<file path="src/rtl/dmem_arbiter.sv">
// rtl/dmem_arbiter.sv - two-requester data memory arbiter (core priority, debug lock, starvation guard)
// Read data returns one cycle after issue, tagged to the requester that issued the read.
module dmem_arbiter #(
  parameter int ADDR_W     = 11,
  parameter int DATA_W     = 32,
  parameter int STARVE_MAX = 4
) (
  input  logic              i_clk,
  input  logic              i_reset,
  input  logic              i_c_req,
  input  logic              i_c_we,
  input  logic [ADDR_W-1:0] i_c_addr,
  input  logic [DATA_W-1:0] i_c_wdata,
  input  logic [3:0]        i_c_be,
  output logic              o_c_gnt,
  output logic              o_c_rvalid,
  output logic [DATA_W-1:0] o_c_rdata,
  input  logic              i_d_req,
  input  logic              i_d_we,
  input  logic              i_d_lock,
  input  logic [ADDR_W-1:0] i_d_addr,
  input  logic [DATA_W-1:0] i_d_wdata,
  input  logic [3:0]        i_d_be,
  output logic              o_d_gnt,
  output logic              o_d_rvalid,
  output logic [DATA_W-1:0] o_d_rdata,
  output logic [ADDR_W-1:0] o_m_addr,
  output logic [DATA_W-1:0] o_m_wdata,
  output logic [3:0]        o_m_be,
  output logic              o_m_wren,
  input  logic [DATA_W-1:0] i_m_rdata,
  output logic              o_c_stall
);

  typedef enum logic {ARB, DBG_LOCK} state_t;

  localparam logic [3:0] STARVE_LIM = 4'(STARVE_MAX);

  state_t     state, state_next;
  logic [3:0] starve_cnt, starve_next;
  logic       c_gnt, d_gnt, force_dbg;
  logic       c_rvalid_q, d_rvalid_q;

  always_ff @(posedge i_clk or posedge i_reset) begin
    if (i_reset) begin
      state      <= ARB;
      starve_cnt <= 4'd0;
      c_rvalid_q <= 1'b0;
      d_rvalid_q <= 1'b0;
    end else begin
      state      <= state_next;
      starve_cnt <= starve_next;
      c_rvalid_q <= c_gnt & ~i_c_we;
      d_rvalid_q <= d_gnt & ~i_d_we;
    end
  end

  always_comb begin
    c_gnt      = 1'b0;
    d_gnt      = 1'b0;
    state_next = state;
    force_dbg  = (starve_cnt == STARVE_LIM);
    case (state)
      ARB: begin
        if (i_d_req && force_dbg) d_gnt = 1'b1;
        else if (i_c_req)         c_gnt = 1'b1;
        else if (i_d_req)         d_gnt = 1'b1;
        if (d_gnt && i_d_lock) state_next = DBG_LOCK;
      end
      DBG_LOCK: begin
        // The final beat (lock dropped) is still granted before returning to ARB.
        d_gnt = i_d_req;
        if (!(i_d_req && i_d_lock)) state_next = ARB;
      end
      default: state_next = ARB;
    endcase
  end

  always_comb begin
    starve_next = starve_cnt;
    if (d_gnt || !i_d_req)           starve_next = 4'd0;
    else if (starve_cnt != STARVE_LIM) starve_next = starve_cnt + 4'd1;
  end

  always_comb begin
    o_m_addr  = '0;
    o_m_wdata = '0;
    o_m_be    = 4'b0000;
    o_m_wren  = 1'b0;
    if (c_gnt) begin
      o_m_addr  = i_c_addr;
      o_m_wdata = i_c_wdata;
      o_m_be    = i_c_be;
      o_m_wren  = i_c_we;
    end else if (d_gnt) begin
      o_m_addr  = i_d_addr;
      o_m_wdata = i_d_wdata;
      o_m_be    = i_d_be;
      o_m_wren  = i_d_we;
    end
  end

  assign o_c_gnt    = c_gnt;
  assign o_d_gnt    = d_gnt;
  assign o_c_stall  = i_c_req & ~c_gnt;
  assign o_c_rvalid = c_rvalid_q;
  assign o_d_rvalid = d_rvalid_q;
  assign o_c_rdata  = c_rvalid_q ? i_m_rdata : '0;
  assign o_d_rdata  = d_rvalid_q ? i_m_rdata : '0;

endmodule
</file>
<file path="config.mk">
export PLATFORM = sky130hd
export DESIGN_NAME = dmem_arbiter
export DESIGN_NICKNAME = d
export VERILOG_FILES = /design/src/rtl/dmem_arbiter.sv
export SDC_FILE = /design/constraint.sdc
export NUM_CORES = 1
export LEC_CHECK = 0
export ABC_CLOCK_PERIOD_IN_PS = 2200
export BUFFER_PORTS_ARGS = -buffer_cell sky130_fd_sc_hd__buf_4
export CAP_MARGIN = 20
export CORE_AREA = 2 2 96 98
export DETAILED_ROUTE_END_ITERATION = 10
export DIE_AREA = 0 0 98 100
export PLACE_DENSITY_LB_ADDON = 0.05
export SETUP_SLACK_MARGIN = 0.5
export SLEW_MARGIN = 20
export SYNTH_ARGS = -nofsm -noshare
export SYNTH_HDL_FRONTEND = slang
export SYNTH_SLANG_ARGS = --single-unit
</file>
<file path="constraint.sdc">
create_clock -name i_clk -period 2.2 [get_ports i_clk]
set_input_delay 0.33 -clock i_clk [delete_from_list [all_inputs] [get_ports i_clk]]
set_output_delay 0.33 -clock i_clk [all_outputs]
set_load 0.05 [all_outputs]
</file>
==> results of run 1 <==
## critical path, delay by kind of cell, from the launching register on
kind / cells / cell delay, ns
and+or+nand+nor: 2 / 0.45
buffers and inverters: 3 / 0.40
DFF: 1 / 0.38
AOI/OAI and AO/OA: 1 / 0.27
adders and majority gates: 1 / 0.14
## layout make-up
type                    instances  share of cell area [%]
repair buffers                264                    56.5
multi-input cells             130                    34.1
flip-flops and latches          7                    4.38
well taps                     111                    3.47
clock buffers                   4                    1.13
inverters                       4                   0.375
## cell usage after synthesis (all sizes together)
library cell   n
and2          66
a22o          48
and3           4
inv            4
o21ai          1
clkbuf         6
ha             2
dfrtp          7
xor2           1
nand3          1
buf           11
xnor2          1
nor2b          4
nand4b         1
## kinds of logic (layout without fill, tap and decap cells)
kind of cell | Yosys count | in the layout | share of synthesized area, %
simple gates | 76 | 77 | 38.3
compound gates | 49 | 49 | 34.1
buf+inv | 21 | 272 | 10.1
flops | 7 | 7 | 14.1
fa+ha+maj | 2 | 2 | 2.01
xor+xnor | 2 | 2 | 1.41
## flip-flops by register name, indices dropped and copies added (netlist names)
register,count
starve_cnt,4
o_c_rvalid,1
o_d_rvalid,1
state,1
## metrics by stage
stage,setup WS (ns),cells
2_1_floorplan,0.423,157
3_3_place_gp,0.170,508
3_5_place_dp,0.155,508
4_1_cts,0.00938,518
5_1_grt,-0.0683,520
6_report,0.00515,520
## layer usage
metal	global-route usage, %	up-vias	share of wire, %
met2	28.6	143	56
met5	0	-	0
met3	3.83	10	10
met4	3.63	0	1.9
li1	-	1062	-
met1	15.3	1027	32
## worst min-delay path by stage
stage | from | to | depth (start not counted)
6_report | i_reset | starve_cnt[1]$_DFFE_PP0P_ | 2
5_1_grt | i_reset | starve_cnt[3]$_DFFE_PP0P_ | 2
4_1_cts | i_reset | starve_cnt[3]$_DFFE_PP0P_ | 2
3_5_place_dp | i_reset | starve_cnt[1]$_DFFE_PP0P_ | 2
3_3_place_gp | i_reset | starve_cnt[2]$_DFFE_PP0P_ | 2
2_1_floorplan | i_reset | o_c_rvalid$_DFF_PP0_ | 1
## power breakdown
part | internal (mW) | switching [mW]
clock network | 0.125 | 0.0565
registers | 0.134 | 0.00168
logic | 0.542 | 0.675
## timing repair
item	CTS	global route
gates cloned	2	0
buffers inserted	4	2
resized for setup	57	4
hold buffers	0	0
setup endpoints to repair	51	51
==> results by group, run 1 <==
Worst setup path
  • Worst-path cell with the longest stage delay: sky130_fd_sc_hd__dfrtp_1
  • Critical path capture point type: output port
  • Crit-path max cell delay: 0.38 ns
  • Top fanout value on the critical path: 15
  • Type of origin of the critical path: register
  • Endpoint of the worst register-to-register path: o_d_rvalid$_DFF_PP0_
  • Register-to-Register Path Depth: 6
  • Critical Path RT: 1.87 ns
  • Cell Chain, Critical Path: inv_1, ha_1, nand4b_1, and2_4, buf_12, a22o_2, buf_6
  • Kind of critical path: reg2out
  • Arrival time of data at the critical path endpoint: 1.86 ns
  • Flop-to-flop setup slack: 0.84 ns
  • Critical R2R Launch: starve_cnt[0]$_DFFE_PP0P_
  • Timing startpoint of the critical path: starve_cnt[0]$_DFFE_PP0P_
  • Timing endpoint of the critical path: o_m_addr[10]

Route
  • WL final: 7810 um
  • Violation count after the first detailed-routing iteration: 32
  • DRC: 0
  • Vias post-DR: 2242
  • Mean number of vias per cell: 4.31
  • Antenna violation net count after detailed routing: 0
  • Length of the first detailed-routing pass in iterations: 4
  • WL/cell: 15.0 um

Power
  • Total power draw: 1.53 mW
  • Leakage power figure: 2.17 nW
  • Peak ir drop on the vdd network: 216 uV
  • Ratio of total power to cell area: 384 nW/um2

Timing
  • Slew HR: 80.1%
  • Unrepaired setup endpoints after global routing: true
  • Final Skew: 0.000744 ns
  • FMAX: 456 MHz
  • Summed negative setup slack over all endpoints: 0 ns
  • Hold slack: 0.0465 ns
  • Minimum period implied by the final worst setup slack: 2.19 ns
  • Count of pins over their slew limit: 0
  • Count of endpoints failing hold in the final timing report: 0
  • Final Setup Violations: 0
  • Measured slew at the worst slew-check pin: 0.297 ns
  • Post-route clock period utilization: 99.8%

Clock network
  • Maximum clock path buffer count: 2
  • Clk sink count: 7
  • Number of buffers created by CTS: 3
  • Clock latency on the worst-skew pair: 0.23 ns
  • TritonCTS clock tree: done
  • H-tree depth: 1
  • Clock root cell: sky130_fd_sc_hd__clkbuf_8
  • Clock-pin transition on the worst setup and hold timing paths: 0.04 ns

Layout
  • Finished layout cell area: 4000 um2
  • Final layout net count: 545
  • Fraction of layout instances using a drive strength above 1: 78.0%
  • Commonest non-fill, non-tap cell in the layout: sky130_fd_sc_hd__buf_4
  • Sequential cell area: 175 um2
  • Area of the multi-input gates: 1360 um2
  • Total of fill cells in the finished design: 868
  • Diode insertion count for antenna repair: 0
  • Area added between synthesis and finish: 221%
  • Commonest cells after routing, fill and taps aside: sky130_fd_sc_hd__buf_4, sky130_fd_sc_hd__and2_1, sky130_fd_sc_hd__buf_6, sky130_fd_sc_hd__a22o_4, sky130_fd_sc_hd__dfrtp_1
  • Finished Core Util: 45.0%

Flow run
  • Max-capacitance violation count: 0

Die
  • Die outline height: 100 um
  • Placeable Area: 8890 um2
  • IO Count: 250
  • Number of rows in the core area: 35
  • Initial core utilization: 14.0%
  • Overall die width: 98 um
  • Total die area: 9800 um2

Global routing
  • Vias in the first global route: 2186
  • Global-route wire length before repair: 11500 um
  • Initial antenna violation count: 0
  • Maximum number of pins on one net before global-route repair: 34
  • Aggregate global-route resource usage: 14.5%
  • Overall overflow remaining after global route: 0

Min path
  • Classification of the worst-slack hold path: in2async

Yosys
  • Cell variety after synth: 16
  • Cell count after synthesis: 157
  • Average size of a mapped cell: 7.94 um2
  • Net count of the mapped netlist: 292
  • Number of synthesized register bits: 7
  • Post-synthesis sequential area ratio: 14.1%
  • Synth top area share: 33.7%
  • Ys Warns: 0
  • Cell area after synthesis: 1250 um2
  • Cell types with the largest area share after synthesis: sky130_fd_sc_hd__a22o_1, sky130_fd_sc_hd__and2_1, sky130_fd_sc_hd__dfrtp_1, sky130_fd_sc_hd__buf_6, sky130_fd_sc_hd__and3_1
  • Leading area contributor after synthesis: sky130_fd_sc_hd__a22o_1

Run status
  • Outcome: completed

Placement
  • Routability cong.: 0.777
  • Post-detailed-placement cell area: 3650 um2
  • Total half-perimeter wirelength after legalization and detailed placement: 6580 um
  • Port buffer count: 249
(Power assumes the default switching activity.)
==> run 2, diff against run 1 <==
Settings changed: MAX_ROUTING_LAYER from default to met4.
==> results by group, run 2 (same netlist as run 1, synthesis figures left out) <==
Timing
  • Measured slew at the worst slew-check pin: 0.297 ns (about the same)
  • Final Skew: 0.000787 ns (was 0.000744 ns)
  • Worst Setup Slack, final: 0.00772 ns (was 0.00515 ns)
  • FMAX: 456 MHz (about the same)
  • Final Setup Violations: 0 (unchanged)
  • Unrepaired setup endpoints after global routing: true (unchanged)
  • Post-route clock period utilization: 99.6% (was 99.8%)
  • Minimum period implied by the final worst setup slack: 2.19 ns (about the same)
  • Count of pins over their slew limit: 0 (unchanged)
  • Count of endpoints failing hold in the final timing report: 0 (unchanged)
  • Slew HR: 80.1% (about the same)

Power
  • Logic pwr share: 79.4% (was 79.3%)
  • Switching share of power: 47.6% (was 47.8%)
  • Sequential Power Share: 8.8% (about the same)
  • Net switching power figure: 731 uW (was 733 uW)
  • Cell internal power dissipation: 804 uW (was 801 uW)
  • Clk pwr share: 11.7% (was 11.9%)
  • Peak ir drop on the vdd network: 214 uV (was 216 uV)
  • Ratio of total power to cell area: 383 nW/um2 (was 384 nW/um2)
  • Leakage power figure: 2.17 nW (about the same)

Die
  • Die outline height: 100 um (unchanged)
  • Total die area: 9800 um2 (unchanged)
  • Number of rows in the core area: 35 (unchanged)
  • Placeable Area: 8890 um2 (unchanged)
  • Overall die width: 98 um (unchanged)
  • IO Count: 250 (unchanged)
  • Initial core utilization: 14.0% (unchanged)

Route
  • Vias post-DR: 2244 (was 2242)
  • Mean number of vias per cell: 4.32 (was 4.31)
  • WL/cell: 15.0 um (about the same)
  • Antenna violation net count after detailed routing: 0 (unchanged)
  • DRC: 0 (unchanged)
  • Length of the first detailed-routing pass in iterations: 4 (unchanged)
  • WL final: 7790 um (was 7810 um)
  • Violation count after the first detailed-routing iteration: 33 (was 32)

Layout
  • Final layout net count: 545 (unchanged)
  • Commonest non-fill, non-tap cell in the layout: sky130_fd_sc_hd__buf_4 (unchanged)
  • Commonest cells after routing, fill and taps aside: sky130_fd_sc_hd__buf_4, sky130_fd_sc_hd__and2_1, sky130_fd_sc_hd__buf_6, sky130_fd_sc_hd__a22o_4, sky130_fd_sc_hd__dfrtp_1 (unchanged)
  • Fraction of layout instances using a drive strength above 1: 78.0% (unchanged)
  • Total of fill cells in the finished design: 868 (unchanged)
  • Most flops, register: starve_cnt (unchanged)
  • Diode insertion count for antenna repair: 0 (unchanged)
  • Finished Core Util: 45.1% (was 45.0%)
  • Max reg flops: 4 (unchanged)
  • Area added between synthesis and finish: 222% (was 221%)

Worst setup path
  • Register-to-Register Path Depth: 5 (was 6)
  • Critical R2R Launch: starve_cnt[0]$_DFFE_PP0P_ (unchanged)
  • Arrival time of data at the critical path endpoint: 1.86 ns (about the same)
  • Type of origin of the critical path: register (unchanged)
  • Critical Path RT: 1.87 ns (about the same)
  • Critical path capture point type: output port (unchanged)
  • Kind of critical path: reg2out (unchanged)
  • Flop-to-flop setup slack: 0.84 ns (about the same)
  • Endpoint of the worst register-to-register path: starve_cnt[1]$_DFFE_PP0P_ (was o_d_rvalid$_DFF_PP0_)
  • Top fanout value on the critical path: 15 (unchanged)

Clock network
  • Clk sink count: 7 (unchanged)
  • Clock-pin transition on the worst setup and hold timing paths: 0.04 ns (about the same)
  • Number of buffers created by CTS: 3 (unchanged)
  • H-tree depth: 1 (unchanged)
  • TritonCTS clock tree: done (unchanged)
  • Clock root cell: sky130_fd_sc_hd__clkbuf_8 (unchanged)
  • Maximum clock path buffer count: 2 (unchanged)
  • Clock latency on the worst-skew pair: 0.22 ns (was 0.23 ns)

Global routing
  • Overall overflow remaining after global route: 0 (unchanged)
  • Global-route wire length before repair: 11500 um (about the same)
  • Initial antenna violation count: 0 (unchanged)
  • Aggregate global-route resource usage: 15.0% (was 14.5%)
  • Vias in the first global route: 2191 (was 2186)
  • Maximum number of pins on one net before global-route repair: 34 (unchanged)

Run status
  • Outcome: completed (unchanged)

Placement
  • Post-placement setup slack: 0.155 ns (unchanged)
  • Total half-perimeter wirelength after legalization and detailed placement: 6580 um (unchanged)
  • Routability cong.: 0.788 (was 0.777)
  • Port buffer count: 249 (unchanged)

Flow run
  • Max-capacitance violation count: 0 (unchanged)

Min path
  • Classification of the worst-slack hold path: in2async (unchanged)
[run 2: power by group through the flow]
stage          registers (mW)  clock network, mW  logic, mW
2_1_floorplan           0.145                  0      0.708
3_3_place_gp            0.137                  0       1.13
3_5_place_dp            0.137                  0       1.13
4_1_cts                 0.135              0.186       1.22
5_1_grt                 0.136              0.197       1.27
6_report                0.135              0.180       1.22
[run 2: final cells by class]
class,count,area [um2],share of cell area [%]
clock buffers,4,45.0,1.12
multi-input cells,130,1360,34.0
repair buffers,264,2270,56.6
well taps,111,139,3.47
inverters,4,15.0,0.375
flip-flops and latches,7,175,4.37
[run 2: worst max path at each step]
stage	from	slack [ns]	endpoint
floorplan	starve_cnt[0]$_DFFE_PP0P_	0.42	o_m_be[3]
detailed placement	starve_cnt[0]$_DFFE_PP0P_	0.15	o_m_wren
global route	starve_cnt[0]$_DFFE_PP0P_	-0.07	o_m_addr[10]
CTS	starve_cnt[0]$_DFFE_PP0P_	0.009	o_m_addr[10]
global placement	starve_cnt[0]$_DFFE_PP0P_	0.17	o_m_wren
finish	starve_cnt[0]$_DFFE_PP0P_	0.008	o_m_addr[10]
[run 2: repair_timing]
action,4_1_cts,5_1_grt
cloned,2,0
hold buffers,0,0
setup endpoints to repair,51,51
resized for setup,57,6
setup buffers,4,2
pin swaps,0,0
hold endpoints to repair,0,0
[run 2: critical path, stage by stage, from the launching register on]
cell and delay [ns]:
sky130_fd_sc_hd__dfrtp_1 0.38, sky130_fd_sc_hd__inv_1 0.08, sky130_fd_sc_hd__ha_1 0.14, sky130_fd_sc_hd__nand4b_1 0.19
sky130_fd_sc_hd__and2_4 0.26, sky130_fd_sc_hd__buf_12 0.17, sky130_fd_sc_hd__a22o_2 0.27, sky130_fd_sc_hd__buf_6 0.15
[run 2: through the flow]
stage               std cells  hold slack (ns)  power (mW)  setup TNS, ns  cell area, um2
global route              520           0.0654        1.60          -2.05            4010
finish                    520           0.0490        1.54              0            4010
CTS                       518           0.0540        1.54              0            3970
global placement          508            0.295        1.27              0            3650
detailed placement        508            0.293        1.27              0            3650
floorplan                 157            0.133       0.853              0            1670
[run 2: routing by layer]
metal  vias up  part of all wire, %  track usage (%)
li1       1063                    -                -
met1      1033                   34             16.1
met2       140                   56             28.6
met3         8                  8.3             2.44
met4         0                  1.7             3.63
met5         -                    0                -
==> run 3, diff against run 2 <==
Settings changed: HOLD_SLACK_MARGIN from default to 0.12.
==> results by group, run 3 (same netlist as run 1, synthesis figures left out) <==
Clock network
  • H-tree depth: 1 (unchanged)
  • TritonCTS clock tree: done (unchanged)
  • Clock-pin transition on the worst setup and hold timing paths: 0.04 ns (about the same)
  • Clk sink count: 7 (unchanged)
  • Maximum clock path buffer count: 2 (unchanged)
  • Clock root cell: sky130_fd_sc_hd__clkbuf_8 (unchanged)
  • Clock latency on the worst-skew pair: 0.22 ns (about the same)
  • Number of buffers created by CTS: 3 (unchanged)

Worst setup path
  • Buffer and inverter count on the worst path: 3 (unchanged)
  • Cell Chain, Critical Path: inv_1, ha_1, nand4b_1, and2_4, buf_12, a22o_2, buf_6 (unchanged)
  • Endpoint of the worst register-to-register path: starve_cnt[1]$_DFFE_PP0P_ (unchanged)
  • Flop-to-flop setup slack: 0.84 ns (about the same)
  • Arrival time of data at the critical path endpoint: 1.86 ns (about the same)
  • Critical R2R Launch: starve_cnt[0]$_DFFE_PP0P_ (unchanged)
  • Register-to-Register Path Depth: 5 (unchanged)
  • Kind of critical path: reg2out (unchanged)
  • Timing startpoint of the critical path: starve_cnt[0]$_DFFE_PP0P_ (unchanged)
  • Critical path capture point type: output port (unchanged)
  • Worst-path cell with the longest stage delay: sky130_fd_sc_hd__dfrtp_1 (unchanged)
  • Critical Path RT: 1.87 ns (about the same)
  • Crit-path max cell delay: 0.38 ns (about the same)
  • Top fanout value on the critical path: 15 (unchanged)
  • Critical path's top delay family: simple AND/OR/NAND/NOR gates (unchanged)
  • Type of origin of the critical path: register (unchanged)

Timing
  • Measured slew at the worst slew-check pin: 0.297 ns (unchanged)
  • Final Skew: 0.000787 ns (unchanged)
  • Post-route clock period utilization: 99.6% (about the same)
  • Slew HR: 80.1% (unchanged)
  • Count of endpoints failing hold in the final timing report: 0 (unchanged)
  • Hold slack: 0.271 ns (was 0.0490 ns)
  • Final Setup Violations: 0 (unchanged)
  • Unrepaired setup endpoints after global routing: true (unchanged)
  • Minimum period implied by the final worst setup slack: 2.19 ns (about the same)
  • FMAX: 456 MHz (unchanged)
  • Count of pins over their slew limit: 0 (unchanged)

Route
  • Vias post-DR: 2248 (was 2244)
  • Mean number of vias per cell: 4.31 (was 4.32)
  • Length of the first detailed-routing pass in iterations: 4 (unchanged)
  • DRC: 0 (unchanged)
  • WL final: 7790 um (about the same)
  • Antenna violation net count after detailed routing: 0 (unchanged)
  • Violation count after the first detailed-routing iteration: 34 (was 33)
  • WL/cell: 15.0 um (about the same)

Die
  • Placeable Area: 8890 um2 (unchanged)
  • Initial core utilization: 14.0% (unchanged)
  • Die outline height: 100 um (unchanged)
  • Overall die width: 98 um (unchanged)
  • Number of rows in the core area: 35 (unchanged)
  • Total die area: 9800 um2 (unchanged)
  • IO Count: 250 (unchanged)

Layout
  • Diode insertion count for antenna repair: 0 (unchanged)
  • Total of fill cells in the finished design: 868 (unchanged)
  • Fraction of layout instances using a drive strength above 1: 77.8% (was 78.0%)
  • Commonest cells after routing, fill and taps aside: sky130_fd_sc_hd__buf_4, sky130_fd_sc_hd__and2_1, sky130_fd_sc_hd__buf_6, sky130_fd_sc_hd__a22o_4, sky130_fd_sc_hd__dfrtp_1 (unchanged)
  • Max reg flops: 4 (unchanged)
  • Most flops, register: starve_cnt (unchanged)
  • Finished Layout Cells: 521 (was 520)
  • Area added between synthesis and finish: 222% (about the same)
  • Commonest non-fill, non-tap cell in the layout: sky130_fd_sc_hd__buf_4 (unchanged)
  • Final layout net count: 546 (was 545)

Placement
  • Instance count after placement with tap cells included: 508 (unchanged)
  • Total half-perimeter wirelength after legalization and detailed placement: 6580 um (unchanged)
  • Routability cong.: 0.788 (unchanged)
  • Port buffer count: 249 (unchanged)

Min path
  • Worst hold stages: 2
  • Worst hold start: i_d_we
  • Classification of the worst-slack hold path: in2reg (was in2async)
  • Terminating pin of the worst hold path: o_d_rvalid$_DFF_PP0_

Run status
  • Outcome: completed (unchanged)

Power
  • Leakage power figure: 2.18 nW (was 2.17 nW)
  • Ratio of total power to cell area: 382 nW/um2 (was 383 nW/um2)
  • Sequential Power Share: 8.8% (about the same)
  • Peak ir drop on the vdd network: 214 uV (about the same)
  • Net switching power figure: 732 uW (was 731 uW)
  • Total power draw: 1.54 mW (about the same)
  • Logic pwr share: 79.5% (was 79.4%)
  • Clk pwr share: 11.7% (about the same)
  • Switching share of power: 47.6% (about the same)
  • Cell internal power dissipation: 805 uW (was 804 uW)

Global routing
  • Vias in the first global route: 2197 (was 2191)
  • Global-route wire length before repair: 11500 um (about the same)
  • Maximum number of pins on one net before global-route repair: 34 (unchanged)
  • Initial antenna violation count: 0 (unchanged)
  • Aggregate global-route resource usage: 15.0% (about the same)
  • Overall overflow remaining after global route: 0 (unchanged)

Flow run
  • Max-capacitance violation count: 0 (unchanged)
==> run 3: final cells by class <==
type,count,area (um2),share of cell area (%)
Tap cell,111,139,3.46
Timing Repair Buffer,265,2280,56.7
Multi-Input combinational cell,130,1360,33.9
Sequential cell,7,175,4.36
Inverter,4,15.0,0.374
Clock buffer,4,45.0,1.12
==> run 3: timing repair <==
action	in CTS	in global routing
gates cloned	2	0
endpoints found under the hold margin	7	0
gates resized for setup	57	6
hold buffers	1	0
endpoints found under the setup margin	51	51
setup buffers	4	2
==> run 3: layer usage <==
layer  vias to the layer above  routed length (um)  global-route usage [%]
met1                      1035                2660                    16.1
li1                       1065                   -                       -
met3                         8                 661                    2.44
met5                         -                   0                       -
met4                         0                 131                    3.63
met2                       140                4340                    28.6
==> run 3: per-stage QoR <==
step | utilization (%) | cell area (um2) | setup WS (ns) | setup TNS [ns]
3_5_place_dp | 41.1 | 3650 | 0.155 | 0
3_3_place_gp | 41.1 | 3650 | 0.170 | 0
6_report | 45.2 | 4020 | 0.00772 | 0
5_1_grt | 45.2 | 4020 | -0.0681 | -2.05
4_1_cts | 44.8 | 3980 | 0.00938 | 0
2_1_floorplan | - | 1670 | 0.423 | 0
==> run 3: worst max-delay path by stage <==
stage / endpoint / cells after the start
floorplan: o_m_be[3] / 6
finish: o_m_addr[10] / 7
detailed placement: o_m_wren / 7
global placement: o_m_wren / 7
global route: o_m_addr[10] / 7
CTS: o_m_addr[10] / 7
==> run 3: power by group through the flow <==
stage | Sequential, mW | Combinational [mW] | Clock (mW)
global route | 0.136 | 1.27 | 0.197
global placement | 0.137 | 1.13 | 0
detailed placement | 0.137 | 1.13 | 0
floorplan | 0.145 | 0.708 | 0
finish | 0.135 | 1.22 | 0.180
CTS | 0.135 | 1.22 | 0.186
